[config.mk]
export PLATFORM = sky130hd
export DESIGN_NAME = switch_debouncer
export DESIGN_NICKNAME = d
export VERILOG_FILES = /design/src/rtl/switch_debouncer.sv
export SDC_FILE = /design/constraint.sdc
export NUM_CORES = 1
export LEC_CHECK = 0
export BUFFER_PORTS_ARGS = -buffer_cell sky130_fd_sc_hd__buf_2
export CAP_MARGIN = 0
export CORE_UTILIZATION = 61
export DETAILED_ROUTE_END_ITERATION = 6
export PLACE_DENSITY_LB_ADDON = 0.05
export SYNTH_ARGS = -nofsm -noshare
export SYNTH_HDL_FRONTEND = slang
export SYNTH_SLANG_ARGS = --single-unit
[constraint.sdc]
create_clock -name clk -period 2.24 [get_ports clk]
set_input_delay 0.112 -clock clk [delete_from_list [all_inputs] [get_ports clk]]
set_output_delay 0.112 -clock clk [all_outputs]
set_load 0.005 [all_outputs]
[src/rtl/switch_debouncer.sv]
// Push-button debouncer: two-flop synchronizer feeding a four-state
// stability FSM. db_level is the clean button level; db_pulse is a single
// cycle strobe on each qualified press.
// Optional macro REPEAT_EN: while the button stays pressed, db_pulse repeats
// every REPEAT_MAX+1 cycles. Without it, only one pulse is issued per press.
module switch_debouncer #(
  parameter int CNT_W      = 26,
  parameter int STABLE_MAX = 999_999,
  parameter int REPEAT_MAX = 49_999_999
) (
  input  logic clk,
  input  logic reset,
  input  logic sw_in,
  output logic db_level,
  output logic db_pulse
);

  typedef enum logic [1:0] {
    IDLE,
    WAIT_HI,
    HIGH,
    WAIT_LO
  } state_t;

  // The counter saturates at the larger of the two terminal counts.
  // It can therefore never wrap, even if CNT_W is wider than needed.
  localparam int               CNT_LIMIT = (STABLE_MAX > REPEAT_MAX) ? STABLE_MAX : REPEAT_MAX;
  localparam logic [CNT_W-1:0] STABLE_TC = CNT_W'(STABLE_MAX);
  localparam logic [CNT_W-1:0] CNT_SAT   = CNT_W'(CNT_LIMIT);
`ifdef REPEAT_EN
  localparam logic [CNT_W-1:0] REPEAT_TC = CNT_W'(REPEAT_MAX);
`endif

  state_t           state;
  state_t           state_next;
  logic             s1;
  logic             s2;
  logic [CNT_W-1:0] cnt;
  logic [CNT_W-1:0] cnt_next;
  logic [CNT_W-1:0] cnt_inc;
  logic             level_next;
  logic             pulse_next;

  assign cnt_inc = (cnt == CNT_SAT) ? cnt : cnt + 1'b1;

  // Bring the asynchronous button level into the clk domain.
  always_ff @(posedge clk or negedge reset) begin
    if (!reset) begin
      s1 <= 1'b0;
      s2 <= 1'b0;
    end else begin
      s1 <= sw_in;
      s2 <= s1;
    end
  end

  // State, counter and registered outputs.
  always_ff @(posedge clk or negedge reset) begin
    if (!reset) begin
      state    <= IDLE;
      cnt      <= '0;
      db_level <= 1'b0;
      db_pulse <= 1'b0;
    end else begin
      state    <= state_next;
      cnt      <= cnt_next;
      db_level <= level_next;
      db_pulse <= pulse_next;
    end
  end

  // Next-state logic. The counter defaults to zero, so it clears on every
  // state change and everywhere it is not explicitly advanced.
  always_comb begin
    state_next = state;
    cnt_next   = '0;
    level_next = db_level;
    pulse_next = 1'b0;
    case (state)
      IDLE: begin
        if (s2) state_next = WAIT_HI;
      end
      WAIT_HI: begin
        if (!s2) begin
          state_next = IDLE;
        end else if (cnt == STABLE_TC) begin
          state_next = HIGH;
          level_next = 1'b1;
          pulse_next = 1'b1;
        end else begin
          cnt_next = cnt_inc;
        end
      end
      HIGH: begin
        if (!s2) begin
          state_next = WAIT_LO;
        end
`ifdef REPEAT_EN
        else if (cnt == REPEAT_TC) begin
          pulse_next = 1'b1;
        end else begin
          cnt_next = cnt_inc;
        end
`endif
      end
      WAIT_LO: begin
        if (s2) begin
          state_next = HIGH;
        end else if (cnt == STABLE_TC) begin
          state_next = IDLE;
          level_next = 1'b0;
        end else begin
          cnt_next = cnt_inc;
        end
      end
      default: state_next = IDLE;
    endcase
  end

endmodule
==> Word-level counts from Yosys, hierarchy flattened <==
Cells that the tools add are included.
{ "word_totals": {"reg_bits": 32, "latch_bits": 0, "mem_bits_rw": 0, "rom_bits": 0, "inputBits": 3, "output_inout_bits": 2, "word_cells": 44, "memories": 0} }
{ "op_classes": {"add_sub_neg": 1, "mul": 0, "n_div": 0, "order_cmp": 0, "eq_ne": 13, "n_shift": 0, "muxes": 20, "bitwise_logic": 0, "n_reduce_logical": 4} }
{ "op_table": {"columns": ["operator", "n"], "rows": [
  ["two-way mux 26 bit", 4],
  ["case mux 26 bit (2 select lines)", 1],
  ["adder 26 x 1 -> 26 bit (second input constant)", 1],
  ["== test 26 x 20 -> 1 bit (second input constant)", 1],
  ["== test 26 bit (second input constant)", 1],
  ["two-way mux 2 bit", 6],
  ["inequality test 2 bit (second input constant)", 6],
  ["case mux 2 bit (4 select lines)", 1],
  ["two-way mux 1 bit", 7],
  ["inequality test 3 bit (second input constant)", 2],
  ["AND reduction 5 bit", 1],
  ["== test 2 bit (second input constant)", 2],
  ["AND reduction 4 bit", 1],
  ["== test 2 x 1 -> 1 bit (second input constant)", 1],
  ["logical NOT 2 bit", 1],
  ["case mux 1 bit (2 select lines)", 1],
  ["nonzero test 2 bit", 1]
]} }

==> Longest topological paths before layout <==
Gate-level depths: netlist (run 1).
{ "depth": {"depth_word": 5, "depth_mapped": 7, "depth_no_buf": 6} }

==> Worst setup path before layout (run 1) <==
No wires, ideal clock.
{ "synth_timing": {"kind": "reg-to-reg", "startpoint": "register cnt[8]", "endpoint": "register cnt[3]", "setup_time_ns": 0.073, "arrival_time_ns": 1.659, "required_ns": 2.167, "setup_slack_ns": 0.508, "stages_incl_launch_ff": 6, "path_buffers": 0, "period_less_slack_ns": 1.732, "path_cell_list": "dfrtp_1 or2_1 or4_1 o31a_1 a21o_1 a21oi_2"} }
{ "synth_between": {"elab_chain_cells": 5, "elab_cells_between_ends": 7, "cone_classes": "eq/ne (2); mux (5)"} }
{ "synth_lines": {"columns": ["item", "line_no", "source"], "rows": [
  ["start: declaration", "38", "logic [CNT_W-1:0] cnt;"],
  ["start signal: assignment", "66", "cnt <= cnt_next;"],
  ["== test 26 bit", "44", "assign cnt_inc = (cnt == CNT_SAT) ? cnt : cnt + 1'b1;"],
  ["two-way mux 26 bit", "44", null],
  ["two-way mux 26 bit (*)", "86, 109", null],
  ["two-way mux 26 bit (on tied branches)", "107, 84", null],
  ["case mux 26 bit (2 select lines) (*)", "79", "case (state)"],
  ["named net cnt_next[3]", "39", "logic [CNT_W-1:0] cnt_next;"]
]} }
Mark *: on every way through the listed nets, which the timed path passes. The rest lies on a longest branch.
A chain may end at the register's enable or synchronous reset.

==> Final worst setup path (run 1) <==
{ "layout_timing": {"startpoint": "register cnt[9]", "endpoint": "register cnt[3]"} }
Same word-level chain as after synthesis.

==> results.cfg, run 1 <==
[drt]
ant_nets = 0
wl_microns = 3457
drcViolationCount = 0
viasPerCell = 6.074
wire_per_inst_microns = 15.93
vias = 1318
dr.first_iter.drc_count = 31
drt-pass1-iter-count = 4

[place]
place_congestion = 0.9175
dpl.hpwl_microns = 2403
io_buffers = 4

[finish]
syn2layout_area_growth_pct = 8.284
diodes = 0
mostFrequentLayoutCells = dfrtp_1 (32), nor2_1 (22), xnor2_1 (16)
fillCellCount = 191
final_common_cell = dfrtp_1
nets = 191
drive_gt1_share_pct = 13.90

[floorplanning]
pin_count = 5
die_w_microns = 54.90
num_rows = 18
die-area_sq_mm = 0.003013
initial_core_util_pct = 66.47
dieHeight_microns = 54.90
core-area_sq_mm = 0.002567

[setup_path]
critPathLaunchType = flip-flop
critical_path.max_fanout = 5
worstSetupPathType = flip-flop to flip-flop
worstPathRequired_ns = 2.50
cp_data_arrival_time_ns = 2.16
cp-end-kind = flip-flop
rrSetupSlack_ns = 0.34

[timing]
fin_hold_ws_ns = 0.3578
setup_viol = 0
rsz0062_at_grt = false
fin_worst_skew_ns = 0.005749
slew_headroom_pct = 54.70
tightest_slew_ns = 0.6795
min_period_ns = 1.901
finalHoldViolations = 0
drv_slew = 0
period_share_pct = 84.87
finalSetupTns_ns = 0
max_freq_mhz = 526.0

[pwr]
power_frac_comb_pct = 3.8
p_seq_share_pct = 64.3
p_sw_share_pct = 22.13
p_sw_mw = 0.2015
intPower_mw = 0.7091
power.share.clock_pct = 31.9
power_density_mw_per_mm2 = 492.8
p_leak_nw = 0.7356
ir_drop_v = 0.0004495

[cts]
clockRootBuffer = clkbuf_4
cts-buffers-inserted = 5
insertion_delay_ns = 0.32
clkTransAtPathRegs_ns = 0.09
postCtsSetupBuffers = 0
cts_tree = yes
cts.htree.levels = 2
clk_path_buf_depth = 2
clkSinkCount = 32

[outcome]
status = finished, final reports clean

[synth]
synthCells = 175
synth_area_sq_mm = 0.001707
synth-edff-count = 0
yosysWarnings = 0
ys.flop_type = dfrtp_1
ys_types = 41
seq_area_frac_synth_pct = 46.92
syn_area_per_cell_sq_um = 9.752
synthArstFlopShare_pct = 100.0
synth_seq_cells = 32
synth.net_count = 179

[grt]
antenna_found_initial = 0
grt_max_degree = 33
grt_pass1_wl_microns = 5547
grt_pass1_vias = 1227
grt_use_total_pct = 27.10
overflow = 0

[hold_path]
hp-class = input pin to asynchronous set/reset pin

[run]
max-cap-violations = 0
==> layout make-up <==
class / instances / area (sq um) / area share, %
multi-input cells: 132 / 858.3 / 46.45
flip-flops and latches: 32 / 800.8 / 43.33
repair buffers: 10 / 82.58 / 4.469
clock buffers: 6 / 41.29 / 2.234
well taps: 30 / 37.54 / 2.031
inverters: 6 / 22.52 / 1.219
clock inverters: 1 / 5.005 / 0.2708
==> layer usage <==
metal  routed length, microns  GRT usage, %  up-vias
li1                         -             -      647
met1                     1585         33.80      631
met2                     1661         42.97       36
met3                      182         9.836        4
met4                       29         10.00        0
met5                        0             0        -
==> logic make-up (layout without fill, tap and decap cells) <==
| logic type | after synthesis | after routing | share of synthesized area (%) |
|---|---|---|---|
| multiplexers | 2 | 2 | 1.246 |
| AND/OR/NAND/NOR | 94 | 94 | 32.63 |
| AO/OA/AOI/OAI | 16 | 16 | 5.939 |
| adder cells (fa/ha/maj) | 1 | 1 | 0.7330 |
| XOR/XNOR | 19 | 19 | 9.751 |
| buffers and inverters | 11 | 23 | 2.786 |
| flip-flops | 32 | 32 | 46.92 |
==> critical path, stage by stage (launching register included) <==
cell and delay, ns:
dfrtp_1 0.45, nand4bb_1 0.23, or4_4 0.55, o31a_1 0.30, a21o_1 0.20, a21oi_2 0.11
==> final timing paths <==
kind,start,end,cells after the start
worst max-delay path,cnt[9]$_DFF_PN0_,cnt[3]$_DFF_PN0_,5
worst min-delay path,reset,cnt[19]$_DFF_PN0_,2
worst max register to register,cnt[9]$_DFF_PN0_,cnt[3]$_DFF_PN0_,5
worst min register to register,s1$_DFF_PN0_,s2$_DFF_PN0_,0
max in group asynchronous,reset,cnt[6]$_DFF_PN0_,2
min in group clk,s1$_DFF_PN0_,s2$_DFF_PN0_,0
==> repair_timing <==
action / CTS / global route
resized for setup: 0 / 0
endpoints found under the hold margin: 33 / 0
hold buffers: 2 / 0
==> synthesized netlist by cell type (2+ instances only) <==
library cell,count,area (sq um)
nand2_1,12,45.04
and2_1,3,18.77
nand3_1,7,35.03
a31oi_1,2,12.51
and4_1,3,26.28
or3_1,3,18.77
nor4_2,3,37.54
nor3_1,10,50.05
nand3b_1,2,15.01
dfrtp_1,32,800.8
xor2_1,3,26.28
nand4_1,4,25.02
and3_1,6,37.54
nand4_2,2,25.02
nor4b_1,3,26.28
o21ai_0,4,20.02
a21oi_1,4,20.02
xnor2_1,16,140.1
inv_1,6,22.52
nor2_1,22,82.58
buf_2,5,25.02
nor4_1,4,25.02
==> power groups by stage <==
| stage | clock network, mW | registers (mW) | logic, mW |
|---|---|---|---|
| after floorplan | 0 | 0.596 | 0.0138 |
| after global placement | 0 | 0.596 | 0.0311 |
| after detailed placement | 0 | 0.596 | 0.0333 |
| after CTS | 0.300 | 0.585 | 0.0358 |
| after global routing | 0.328 | 0.586 | 0.0403 |
| final | 0.291 | 0.585 | 0.0347 |
==> flip-flops by register name, indices dropped and copies added, names as in the netlist, named ones only <==
signal    flops
cnt          26
db_level      1
state         1
s1            1
db_pulse      1
s2            1
==> stage by stage <==
stage / instance area [sq um] / utilization (%) / std cells / total power, mW / setup WS, ns
final: 1848 / 71.98 / 217 / 0.9107 / 0.3389
after global routing: 1848 / 71.98 / 217 / 0.9542 / 0.2502
after CTS: 1848 / 71.98 / 217 / 0.9203 / 0.3557
after detailed placement: 1782 / 69.40 / 208 / 0.6298 / 0.3983
after global placement: 1782 / 69.40 / 208 / 0.6270 / 0.4210
after floorplan: 1707 / - / 175 / 0.6095 / 0.5080
No activity file was read; power rests on OpenSTA's default activity.
==> run 2: changes to the inputs <==
Clock period 2.24 ns to 1.9 ns, I/O delays scaled along.
==> results.cfg, run 2 (synthesis results as in run 1) <==
[setup_path]
rrSetupSlack_ns = 0.03
worstPathRequired_ns = 2.18
r2r_cells = 5
critical_path.max_fanout = 5
critPathLaunchType = flip-flop
worst_r2r_endpoint = cnt[3]$_DFF_PN0_
cp_data_arrival_time_ns = 2.15
worstSetupPathType = flip-flop to flip-flop
r2r-start = cnt[9]$_DFF_PN0_
cp-end-kind = flip-flop

[drt]
m1WireLength_microns = 1681
wl_microns = 3705
wire_per_inst_microns = 16.11
top_layer = met4
dr.first_iter.drc_count = 54
wl_met3_microns = 186
dr_wl_met2_microns = 1774
viasPerCell = 6.152
drt-pass1-iter-count = 4
ant_nets = 0
vias = 1415
drcViolationCount = 0

[cts]
clk_path_buf_depth = 2
cts-buffers-inserted = 5
insertion_delay_ns = 0.34
clockRootBuffer = clkbuf_4
cts.htree.levels = 2
clkTransAtPathRegs_ns = 0.10
clkSinkCount = 32
cts_tree = yes

[floorplanning]
pin_count = 5
core-area_sq_mm = 0.002567
dieHeight_microns = 54.90
die-area_sq_mm = 0.003013
initial_core_util_pct = 66.47
num_rows = 18
die_w_microns = 54.90

[timing]
period_share_pct = 98.49
rsz0062_at_grt = true
drv_slew = 0
finalHoldViolations = 0
max_freq_mhz = 534.4
finalSetupTns_ns = 0
fin_worst_skew_ns = 0.01446
setup_viol = 0
slew_headroom_pct = 52.08
min_period_ns = 1.871
fin_hold_ws_ns = 0.3294
tightest_slew_ns = 0.7188

[finish]
largest_reg_flops = 26
top_register = cnt
fillCellCount = 190
diodes = 0
fin_area_sq_mm = 0.001966
multi_input_area_sq_um = 868.3
mostFrequentLayoutCells = dfrtp_1 (32), nor2_1 (22), xnor2_1 (16), buf_4 (16), nand2_1 (12)
drive_gt1_share_pct = 20.50
nets = 203
final_common_cell = dfrtp_1
regArea_sq_um = 800.8
syn2layout_area_growth_pct = 15.18

[pwr]
power_mw = 1.245
p_leak_nw = 0.8048
ir_drop_v = 0.0008002
power_density_mw_per_mm2 = 633.5

[place]
place_congestion = 1.001
place_area_sq_mm = 0.001837
io_buffers = 4
dpl.hpwl_microns = 2609

[grt]
antenna_found_initial = 0
grt_max_degree = 33
grt_use_total_pct = 28.41
grt_pass1_vias = 1292
grt_pass1_wl_microns = 5775
overflow = 0

[hold_path]
hp-class = input pin to asynchronous set/reset pin

[outcome]
status = finished, final reports clean

[run]
max-cap-violations = 0
[run 2: routing by layer]
layer	vias up	global-route usage, %
li1	670	-
met1	690	35.60
met2	46	45.98
met3	9	9.016
met4	0	10.00
met5	-	0
[run 2: worst max path at each step]
stage / from / end / slack [ns] / cells past startpoint
floorplan: cnt[8]$_DFF_PN0_ / cnt[3]$_DFF_PN0_ / 0.17 / 5
global placement: cnt[12]$_DFF_PN0_ / cnt[15]$_DFF_PN0_ / 0.12 / 5
detailed placement: cnt[8]$_DFF_PN0_ / cnt[3]$_DFF_PN0_ / 0.09 / 5
CTS: cnt[18]$_DFF_PN0_ / cnt[3]$_DFF_PN0_ / 0.03 / 5
global route: cnt[18]$_DFF_PN0_ / cnt[3]$_DFF_PN0_ / -0.03 / 5
finish: cnt[9]$_DFF_PN0_ / cnt[3]$_DFF_PN0_ / 0.03 / 5
[run 2: critical path, stage by stage, from the launching register on]
cell and delay, ns:
dfrtp_1 0.44, nand4bb_1 0.22, or4_4 0.54, o31a_1 0.29, a21o_1 0.21, a21oi_2 0.11
[run 2: repair_timing]
action | CTS | global route
hold endpoints to repair | 33 | 0
setup endpoints to repair | 0 | 20
setup buffers | 0 | 3
gates resized for setup | 0 | 2
hold buffers | 2 | 0
[run 2: final cells by class]
| type | instances | share of cell area, % |
|---|---|---|
| inverter | 6 | 1.146 |
| tap | 30 | 1.910 |
| clock buffer | 6 | 2.101 |
| timing repair buffer | 22 | 8.148 |
| multi-input combinational | 132 | 44.18 |
| sequential | 32 | 40.74 |
| clock inverter | 2 | 1.782 |
[run 2: stage by stage]
step / util (%) / worst slack [ns] / cells
floorplan: - / 0.1680 / 175
global placement: 71.54 / 0.1175 / 217
detailed placement: 71.54 / 0.08563 / 217
CTS: 75.29 / 0.03139 / 227
global route: 76.56 / -0.03131 / 230
finish: 76.56 / 0.02862 / 230
[run 2: power by group]
part / switching (mW) / internal [mW] / leakage [nW] / total [mW]
clock network: 0.238 / 0.276 / 0.0422 / 0.513
logic: 0.0277 / 0.0145 / 0.323 / 0.0422
registers: 0.00398 / 0.686 / 0.439 / 0.690
==> run 3: changes to the inputs <==
Settings changed: CORE_ASPECT_RATIO set to 0.5, PLACE_DENSITY set to 0.84, PLACE_DENSITY_LB_ADDON 0.05 to not set.
==> results.cfg, run 3 (synthesis results as in run 1) <==
[drt]
wl_microns = 4494
drt-pass1-iter-count = 5
dr.first_iter.drc_count = 200
wire_per_inst_microns = 18.88
drcViolationCount = 0
viasPerCell = 6.500
ant_nets = 0
vias = 1547

[setup_path]
slowest_stage = or4_4
r2r_cells = 5
critPathLaunchType = flip-flop
slowest_delay_ns = 0.51
critPathBufInv = 0
cp_top_family = simple AND/OR/NAND/NOR gates
cp_data_arrival_time_ns = 2.14
r2r-start = cnt[18]$_DFF_PN0_
critical_path.max_fanout = 3
worstPathRequired_ns = 2.11
cp-end-kind = flip-flop
worst_r2r_endpoint = cnt[3]$_DFF_PN0_
rrSetupSlack_ns = -0.03
worstSetupPathType = flip-flop to flip-flop
path_cells = nand4bb_4 -> or4_4 -> o31a_1 -> a21o_1 -> a21oi_2

[floorplanning]
die_w_microns = 76.81
num_rows = 13
initial_core_util_pct = 65.17
die-area_sq_mm = 0.003026
core-area_sq_mm = 0.002619
pin_count = 5
dieHeight_microns = 39.40

[cts]
cts.htree.levels = 2
clkTransAtPathRegs_ns = 0.07
cts-buffers-inserted = 5
clkSinkCount = 32
insertion_delay_ns = 0.29
clockRootBuffer = clkbuf_8
cts_tree = yes
clk_path_buf_depth = 2

[finish]
syn2layout_area_growth_pct = 21.26
mostFrequentLayoutCells = dfrtp_1 (28), nor2_1 (22), xnor2_1 (16), buf_4 (16), nand2_1 (12)
fillCellCount = 149
largest_reg_flops = 26
nets = 204
post-route-util_pct = 79.03
top_register = cnt
fin_area_sq_mm = 0.002069
drive_gt1_share_pct = 23.88
regArea_sq_um = 805.8
final_common_cell = dfrtp_1
diodes = 0
final_cells = 238
multi_input_area_sq_um = 924.6

[place]
dpl.hpwl_microns = 2671
io_buffers = 4
dp.cells = 224
place_congestion = 0.9199
place_ws_ns = -0.007472
place_area_sq_mm = 0.001858

[timing]
setup_viol = 1
finalHoldViolations = 0
rsz0062_at_grt = true
worst_slack_ns = -0.03254
tightest_slew_ns = 0.7188
finalSetupTns_ns = -0.03254
drv_slew = 0
fin_hold_ws_ns = 0.3713
min_period_ns = 1.933
period_share_pct = 101.7
fin_worst_skew_ns = 0.007934
max_freq_mhz = 517.5
slew_headroom_pct = 52.08

[pwr]
p_seq_share_pct = 53.8
power_mw = 1.285
p_sw_mw = 0.2874
p_leak_nw = 0.8403
intPower_mw = 0.9974
power.share.clock_pct = 42.8
power_frac_comb_pct = 3.4
p_sw_share_pct = 22.37
power_density_mw_per_mm2 = 620.9
ir_drop_v = 0.0003889

[hold_path]
hp-class = flip-flop to flip-flop
min_path_cells = 0
holdPathEnd = s2$_DFF_PN0_
min_from = s1$_DFF_PN0_

[grt]
grt_pass1_wl_microns = 6624
antenna_found_initial = 0
overflow = 0
grt_pass1_vias = 1331
grt_max_degree = 33
grt_use_total_pct = 30.87

[outcome]
violations = negative setup slack
status = finished, violations left

[run]
max-cap-violations = 0
[run 3: changes by cell type in the layout (fill, tap and decap cells not counted), sizes merged]
cell    delta
clkbuf     +2
clkinv     -1
buf        +1
bufinv     -1
[run 3: area by class of cell]
cell class | count | share of cell area (%)
timing repair buffer | 23 | 8.706
clock buffer | 8 | 4.353
inverter | 6 | 1.088
tap | 37 | 2.237
multi-input combinational | 132 | 44.68
sequential | 32 | 38.94
[run 3: power groups by stage]
stage / Clock (mW) / Sequential (mW) / Combinational [mW]
2_1_floorplan: 0 / 0.702 / 0.0163
3_3_place_gp: 0 / 0.703 / 0.0382
3_5_place_dp: 0 / 0.703 / 0.0400
4_1_cts: 0.539 / 0.691 / 0.0431
5_1_grt: 0.583 / 0.691 / 0.0483
6_report: 0.550 / 0.691 / 0.0439
[run 3: layer usage]
layer / GRT usage (%) / vias to the layer above / part of all wire [%]
met5: 0 / - / 0
met4: 11.54 / 0 / 4.2
met3: 9.535 / 31 / 9.3
met2: 51.79 / 103 / 46
met1: 38.62 / 738 / 41
li1: - / 675 / -
[run 3: worst max path at each step]
stage,from,endpoint,slack (ns),depth (start not counted)
after global routing,cnt[7]$_DFF_PN0_,cnt[24]$_DFF_PN0_,-0.07,6
after global placement,cnt[9]$_DFF_PN0_,cnt[24]$_DFF_PN0_,0.08,6
after CTS,cnt[9]$_DFF_PN0_,cnt[3]$_DFF_PN0_,-0.007,5
after floorplan,cnt[8]$_DFF_PN0_,cnt[3]$_DFF_PN0_,0.17,5
final,cnt[18]$_DFF_PN0_,cnt[3]$_DFF_PN0_,-0.03,5
after detailed placement,cnt[9]$_DFF_PN0_,cnt[3]$_DFF_PN0_,-0.007,5
[run 3: repair_timing]
| item | CTS | global route |
|---|---|---|
| hold buffers | 2 | 0 |
| pin swaps | 1 | 5 |
| endpoints found under the hold margin | 33 | 0 |
| endpoints found under the setup margin | 1 | 23 |
| buffers inserted | 1 | 3 |
| resized for setup | 1 | 11 |
